### src/rtl/dmem_responder.sv
// -----------------------------------------------------------------------------
// dmem_responder
//
// Multi-cycle data-memory responder for the pipelined MIPS core. The memory
// stage issues load/store requests over a valid/ready channel. A one-cycle
// response strobe follows acceptance after LATENCY cycles. The hazard unit
// stalls the pipeline while req_ready is low.
//
// Parameters:
//   DEPTH_WORDS  number of 32-bit words (power of two, >= 2), default 64
//   LATENCY      cycles from acceptance to resp_valid (1..15), default 2
//
// Ports:
//   clk         single clock, rising edge
//   rst         asynchronous, active-low reset
//   req_valid   request present
//   req_ready   responder can accept this cycle (registered state decode)
//   req_we      1 = store, 0 = load
//   req_addr    byte address; word index = req_addr[31:2] mod DEPTH_WORDS
//   req_wdata   store data
//   req_be      byte enables (only when DMEM_BYTE_EN is defined)
//   resp_valid  one-cycle response strobe
//   resp_rdata  load data; 0 for stores and misaligned requests
//   resp_err    1 = misaligned request (valid with resp_valid)
//
// Optional feature macro: DMEM_BYTE_EN (adds req_be and enables partial stores).
//
// Handshake: a request transfers on a rising edge where req_valid and
// req_ready are both high. req_ready depends only on the registered state,
// never on req_valid. Request fields are ignored when no transfer occurs.
// -----------------------------------------------------------------------------
module dmem_responder #(
   parameter int DEPTH_WORDS = 64,
   parameter int LATENCY     = 2
) (
   input  logic        clk,
   input  logic        rst,
   input  logic        req_valid,
   output logic        req_ready,
   input  logic        req_we,
   input  logic [31:0] req_addr,
   input  logic [31:0] req_wdata,
`ifdef DMEM_BYTE_EN
   input  logic [3:0]  req_be,
`endif
   output logic        resp_valid,
   output logic [31:0] resp_rdata,
   output logic        resp_err
);

   localparam int         IDX_W    = $clog2(DEPTH_WORDS);
   localparam logic [3:0] CNT_INIT = (LATENCY >= 2) ? 4'(LATENCY - 2) : 4'd0;

   typedef enum logic [1:0] {S_IDLE, S_WAIT, S_RESP} state_t;

   // state is the observation point for FSM checkers
   state_t state, state_nxt;

   logic [3:0]       cnt;
   logic             lat_we;
   logic             lat_mis;
   logic [IDX_W-1:0] lat_idx;
   logic [31:0]      lat_wdata;
   logic [3:0]       lat_be;

   logic [31:0]      mem [DEPTH_WORDS];

   logic [3:0]       in_be;
   logic             accept;
   logic             enter_resp;
   logic             in_idle;
   logic             op_we;
   logic             op_mis;
   logic [IDX_W-1:0] op_idx;
   logic [31:0]      op_wdata;
   logic [3:0]       op_be;

   // Address bits above the index simply alias
   logic unused_addr;
   assign unused_addr = ^req_addr[31:IDX_W+2];

`ifdef DMEM_BYTE_EN
   assign in_be = req_be;
`else
   assign in_be = 4'hF;
`endif

   assign in_idle    = (state == S_IDLE);
   assign accept     = in_idle && req_valid;
   assign enter_resp = (accept && (LATENCY == 1)) ||
                       ((state == S_WAIT) && (cnt == 4'd0));

   // With LATENCY=1 the array operation happens on the accept edge itself,
   // so the operands come straight from the request instead of the latches.
   assign op_we    = in_idle ? req_we                   : lat_we;
   assign op_mis   = in_idle ? (req_addr[1:0] != 2'b00) : lat_mis;
   assign op_idx   = in_idle ? req_addr[IDX_W+1:2]      : lat_idx;
   assign op_wdata = in_idle ? req_wdata                : lat_wdata;
   assign op_be    = in_idle ? in_be                    : lat_be;

   // ---------------- FSM: state register ----------------
   always_ff @(posedge clk or negedge rst) begin
      if (!rst) state <= S_IDLE;
      else      state <= state_nxt;
   end

   // ---------------- FSM: next state ----------------
   always_comb begin
      state_nxt = state;
      case (state)
         S_IDLE: if (accept) state_nxt = (LATENCY == 1) ? S_RESP : S_WAIT;
         S_WAIT: if (cnt == 4'd0) state_nxt = S_RESP;
         S_RESP: state_nxt = S_IDLE;
         default: state_nxt = S_IDLE;
      endcase
   end

   // ---------------- FSM: outputs ----------------
   always_comb begin
      req_ready  = (state == S_IDLE);
      resp_valid = (state == S_RESP);
   end

   // ---------------- request latch, counter, response data ----------------
   always_ff @(posedge clk or negedge rst) begin
      if (!rst) begin
         cnt        <= 4'd0;
         lat_we     <= 1'b0;
         lat_mis    <= 1'b0;
         lat_idx    <= '0;
         lat_wdata  <= 32'd0;
         lat_be     <= 4'd0;
         resp_rdata <= 32'd0;
         resp_err   <= 1'b0;
      end else begin
         if (accept) begin
            lat_we    <= req_we;
            lat_mis   <= (req_addr[1:0] != 2'b00);
            lat_idx   <= req_addr[IDX_W+1:2];
            lat_wdata <= req_wdata;
            lat_be    <= in_be;
            cnt       <= CNT_INIT;
         end else if ((state == S_WAIT) && (cnt != 4'd0)) begin
            cnt <= cnt - 4'd1;
         end
         if (enter_resp) begin
            resp_err   <= op_mis;
            resp_rdata <= (!op_we && !op_mis) ? mem[op_idx] : 32'd0;
         end
      end
   end

   // ---------------- storage array (not reset) ----------------
   // The rst term makes a reset coinciding with the commit edge win.
   always_ff @(posedge clk) begin
      if (rst && enter_resp && op_we && !op_mis) begin
         for (int b = 0; b < 4; b++) begin
            if (op_be[b]) mem[op_idx][8*b +: 8] <= op_wdata[8*b +: 8];
         end
      end
   end

endmodule

### config.mk
export PLATFORM = sky130hd
export DESIGN_NAME = dmem_responder
export DESIGN_NICKNAME = d
export VERILOG_FILES = /design/src/rtl/dmem_responder.sv
export SDC_FILE = /design/constraint.sdc
export NUM_CORES = 2
export LEC_CHECK = 0
export ABC_AREA = 1
export CAP_MARGIN = 20
export CORE_AREA = 2 2 420 422
export CTS_BUF_LIST = sky130_fd_sc_hd__clkbuf_4 sky130_fd_sc_hd__clkbuf_8 sky130_fd_sc_hd__clkbuf_16
export DETAILED_ROUTE_END_ITERATION = 10
export DIE_AREA = 0 0 422 424
export HOLD_SLACK_MARGIN = 0.12
export PLACE_DENSITY = 0.78
export SETUP_SLACK_MARGIN = 0.4
export SLEW_MARGIN = 0
export SYNTH_ARGS = -nofsm -noshare
export SYNTH_HDL_FRONTEND = slang
export SYNTH_SLANG_ARGS = --single-unit
### constraint.sdc
create_clock -name clk -period 10.01 [get_ports clk]
set_input_delay 1.5015 -clock clk [delete_from_list [all_inputs] [get_ports clk]]
set_output_delay 1.5015 -clock clk [all_outputs]
set_load 0.005 [all_outputs]
# --- Yosys cells after proc, flatten, opt, wreduce, memory -nomap -nowiden ---
# Memories as Yosys holds them, arrays and structs flattened.
# Index checks and enable logic that the tools add are counted.
op_classes:
  add_sub_neg: 1
  mux: 23
  n_eq_ne: 4
  reduce_logical: 15
op_table:
  columns: ["op", "count"]
  rows:
  - ["$mux W32", 2]
  - ["$mux W1", 14]
  - ["$mux W4", 3]
  - ["$logic_and A1 B1 Y1", 7]
  - ["$mux W6", 1]
  - ["$logic_not A4 Y1", 1]
  - ["$mux W2", 2]
  - ["$ne A2 B2 Y1 const B", 2]
  - ["$pmux W2 S2", 1]
  - ["$reduce_bool A2 Y1", 2]
  - ["$reduce_bool A4 Y1", 1]
  - ["$sub A4 B1 Y4 const B", 1]
  - ["$eq A2 B1 Y1 const B", 1]
  - ["$eq A2 B2 Y1 const B", 1]
  - ["$logic_not A1 Y1", 2]
  - ["$logic_not A2 Y1", 1]
  - ["$reduce_and A2 Y1", 1]
word_totals:
  mem_bits_rw: 2048
  word_cells: 53
  mem_count: 1
  register_bits: 80
mem_list:
  columns: ["memory", "words", "width", "read_ports", "rd_ports_with_merged_regs", "wr", "line_no", "rtl"]
  rows:
  - ["mem", 64, 32, 1, 0, 1, "66", "logic [31:0] mem [DEPTH_WORDS];"]

# --- Longest topological paths before layout ---
logic_depth:
  ltp_word: 7
  mapped_depth: 17

# --- Least setup slack after synthesis ---
# No wires, ideal clock.
synth_path:
  path_type: "input-to-reg"
  from: "in req_addr[2]"
  to: "mem mem[4][0], enable pin"
  setup_slack_ns: 3.929
  required_ns: 9.508
  path_buffers: 3
  setup_time_ns: 0.502
  path_stages: 8
  arrival_time_ns: 5.579
  cell_sequence: "inv_1 nand2_1 nand2_1 buf_2 buf_2 buf_2 nand3_1 nor4_1"
synth_via:
  elab_chain_len: 1
synth_lines:
  columns: ["item", "line_no", "rtl"]
  rows:
  - ["from (decl)", "41", "input logic [31:0] req_addr,"]
  - ["$mux W6", "97", "assign op_idx = in_idle ? req_addr[IDX_W+1:2] : lat_idx;"]
  - ["to (decl)", "66", null]
# No other way between the ends.

# --- Worst setup path after layout ---
layout_path:
  from: "in req_addr[3]"
  to: "reg resp_rdata[22]"
layout_via:
  elab_chain_len: 3
layout_lines:
  columns: ["item", "line_no", "rtl"]
  rows:
  - ["$mux W6", "97", null]
  - ["$mem_v2 Z64 W32", null, null]
  - ["$mux W32", "148", "resp_rdata <= (!op_we && !op_mis) ? mem[op_idx] : 32'd0;"]
  - ["to (signal assigned)", "148", null]
  - ["to (decl)", "47", "output logic [31:0] resp_rdata,"]
# No other way between the ends.
# A chain may end at the register's enable or synchronous reset.

==> results.md <==
- Layout Nets: 8,318
- Share of layout cells above drive strength 1: 7.141%
- Cell area after layout: 99,200 sq um
- Clock Path Buffers: 3
- Routed wl met3: 28,120 um
- RePlAce Congestion: 0.8922
- Post-synth top area cell: edfxtp_1
- Number of maximum-capacitance violations: 0
- Mean area per synthesized cell: 10.73 sq um
- WL met2: 109,500 um
- TritonCTS Sinks: 2,128
- Largest cells by area after synthesis: edfxtp_1 (70%), nand2_1 (15%), inv_1 (3.4%), nand3_1 (3.2%), dfrtp_1 (2.3%)
- Port Buffers: 78
- TritonCTS Buffers: 202
- Post-synth top area share: 69.65%
- Hpwl dp: 126,800 um
- Fin Clk Skew: 0.06700 ns
- Die Width: 422 um
- Worst Tran Pin Value: 1.202 ns
- Post-Syn Area: 88,300 sq um
- DR DRC count: 0
- RSZ-0062 raised after global routing: false
- DP Area: 92,540 sq um
- Post-route ant nets: 0
- Global-route wire length before repair: 350,600 um
- Post-cts sizing count: 0
- Asr flop ratio synth: 3.759%
- CP startpoint kind: input port
- CP required: 10.73 ns
- Syn Inst Count: 8,227
- Leak Pwr: 39.43 nW
- Final setup viols: 0
- Wl on met1: 83,380 um
- Die Y-Extent: 424 um
- CP max FO: 65
- Starting density of the core: 50.47%
- Setup TNS: 0 ns
- Final worst slack: 4.451 ns
- Crit Path Category: input port to flip-flop
- Io pins: 103
- Core area: 175,000 sq um
- GRT Util Overall: 26.16%
- Min cycle time layout: 5.559 ns
- # Post-CTS Setup Buffers: 0
- Most frequent cells in the layout: nand2_1 (3,504), edfxtp_1 (2,048), inv_1 (803)
- Highest layer used for signal routing: met5
- PD cells: 227.1 nW/um^2
- Drt wl/cell: 22.06 um
- Synth cell types: 27
- Routed vias: 59,890
- CTS Root Cell: clkbuf_16
- Post-synth top flop: edfxtp_1
- CTS tree: yes
- Hold_buf cts: 0
- Register bit total from synthesis: 2,128
- Worst-skew pair later-pin latency: 0.86 ns
- WL final: 237,300 um
- VDD IR-drop max: 0.2018 mV
- Dpl ws: 3.794 ns
- Crit. End Element: flip-flop
- Overall Power: 22.53 mW
- GRT Residual Overflow: 0
- DR iter-0 viols: 8,245
- 1st-pass router iterations: 6
- Synth warnings: 0
- Die area: 178,900 sq um
- Max Clk Rate: 179.9 MHz
- Number of flops mapped to enable cells by yosys: 2,048
- Max H-tree Level: 4
- Vias per inst: 5.567
- P&R area growth vs syn: 12.34%
- Row cnt: 154
- Most common cell after layout, fill and taps aside: nand2_1
- Clock Pin Slew Worst Setup and Hold Paths: 0.07 ns
- Vias in the first global route: 57,985
- Hold Fails Final Rpt: 0
- Worst hold slack: 0.4644 ns
- Largest net degree at the start of global routing: 200
- Final period utilization: 55.54%
- Syn Nets: 8,297
- Outcome: complete, no violations
- Min-delay worst type: flip-flop to flip-flop
- Arrival time at the worst endpoint: 6.28 ns
- Post-synthesis sequential area ratio: 71.91%
- Worst relative slew slack: 19.69%
- Initial antenna violation count: 13
- Max-slew violation count: 0
## through the flow
step	util (%)	instances
floorplan	-	8227
global placement	52.74	10365
detailed placement	52.89	10377
CTS	56.60	10749
global route	56.69	10756
finish	56.70	10759
## where the power goes
group          internal [mW]  leakage [nW]  switching, mW
clock                   4.22          3.26           3.26
sequential              10.4          19.5         0.0801
combinational           1.02          16.6           3.58
## state kept, by name, indices dropped and copies added (netlist names)
register,flops
state,2
mem,2048
resp_rdata,32
lat_we,1
resp_err,1
lat_idx,6
lat_wdata,32
lat_be,1
lat_mis,1
cnt,4
## cell type report
cell class | count | area [sq um]
Antenna cell | 3 | 7.507
Clock buffer | 268 | 5675
Clock inverter | 104 | 815.8
Fill cell | 13467 | 75760
Inverter | 805 | 3022
Multi-Input combinational cell | 4882 | 20920
Sequential cell | 2128 | 63500
Tap cell | 2340 | 2928
Timing Repair Buffer | 229 | 2330
## cell usage after synthesis (4+ instances only)
cell type and count:
nand2_1 3509, edfxtp_1 2048, inv_1 803, nand3_1 572, o21ai_0 315, nor2_1 267
buf_2 209, clkbuf_1 173, nand4_1 115, dfrtp_1 80, a21oi_1 46, buf_1 26
and2_1 17, o21ai_1 16, nor3_2 7, buf_4 4
## cell families after synthesis
kind of cell,Yosys count,share of synthesized area [%]
simple gates,4497,20.38
flops,2128,71.91
buf+inv,1217,5.487
compound gates,383,2.188
fa+ha+maj,2,0.02833
## worst paths after layout
| kind | from | end | slack [ns] | cells past startpoint |
|---|---|---|---|---|
| max | req_addr[3] | resp_rdata[22]$_DFFE_PN0N_ | 4.45 | 16 |
| min | cnt[3]$_DFFE_PN0P_ | cnt[3]$_DFFE_PN0P_ | 0.46 | 1 |
| max reg2reg | state[0]$_DFFE_PN0P_ | resp_rdata[22]$_DFFE_PN0N_ | 4.66 | 16 |
| min reg2reg | cnt[3]$_DFFE_PN0P_ | cnt[3]$_DFFE_PN0P_ | 0.46 | 1 |
| max in group asynchronous | rst | resp_rdata[0]$_DFFE_PN0N_ | 8.19 | 2 |
| min in group asynchronous | rst | lat_wdata[31]$_DFFE_PN0P_ | 0.61 | 1 |
## worst max-delay path, stage by stage
cell and delay [ns]:
clkdlybuf4s50_1 0.47, inv_1 0.05, nand2_1 0.10, nand2_4 0.31, buf_4 0.47, nor2_4 0.15, buf_4 0.38, buf_4 0.70
buf_4 0.89, nand3_1 0.14, nand4_1 0.14, nand2_1 0.05, nand2_1 0.36, nor2_1 0.10, nand3_1 0.26, nand2_1 0.08
## layer usage
layer,up-vias,track usage (%)
met5,-,0
met4,8,16.27
met3,717,5.871
met2,3555,41.51
met1,28547,32.77
li1,27063,-
Note: power is estimated with default switching activity, not from simulation.
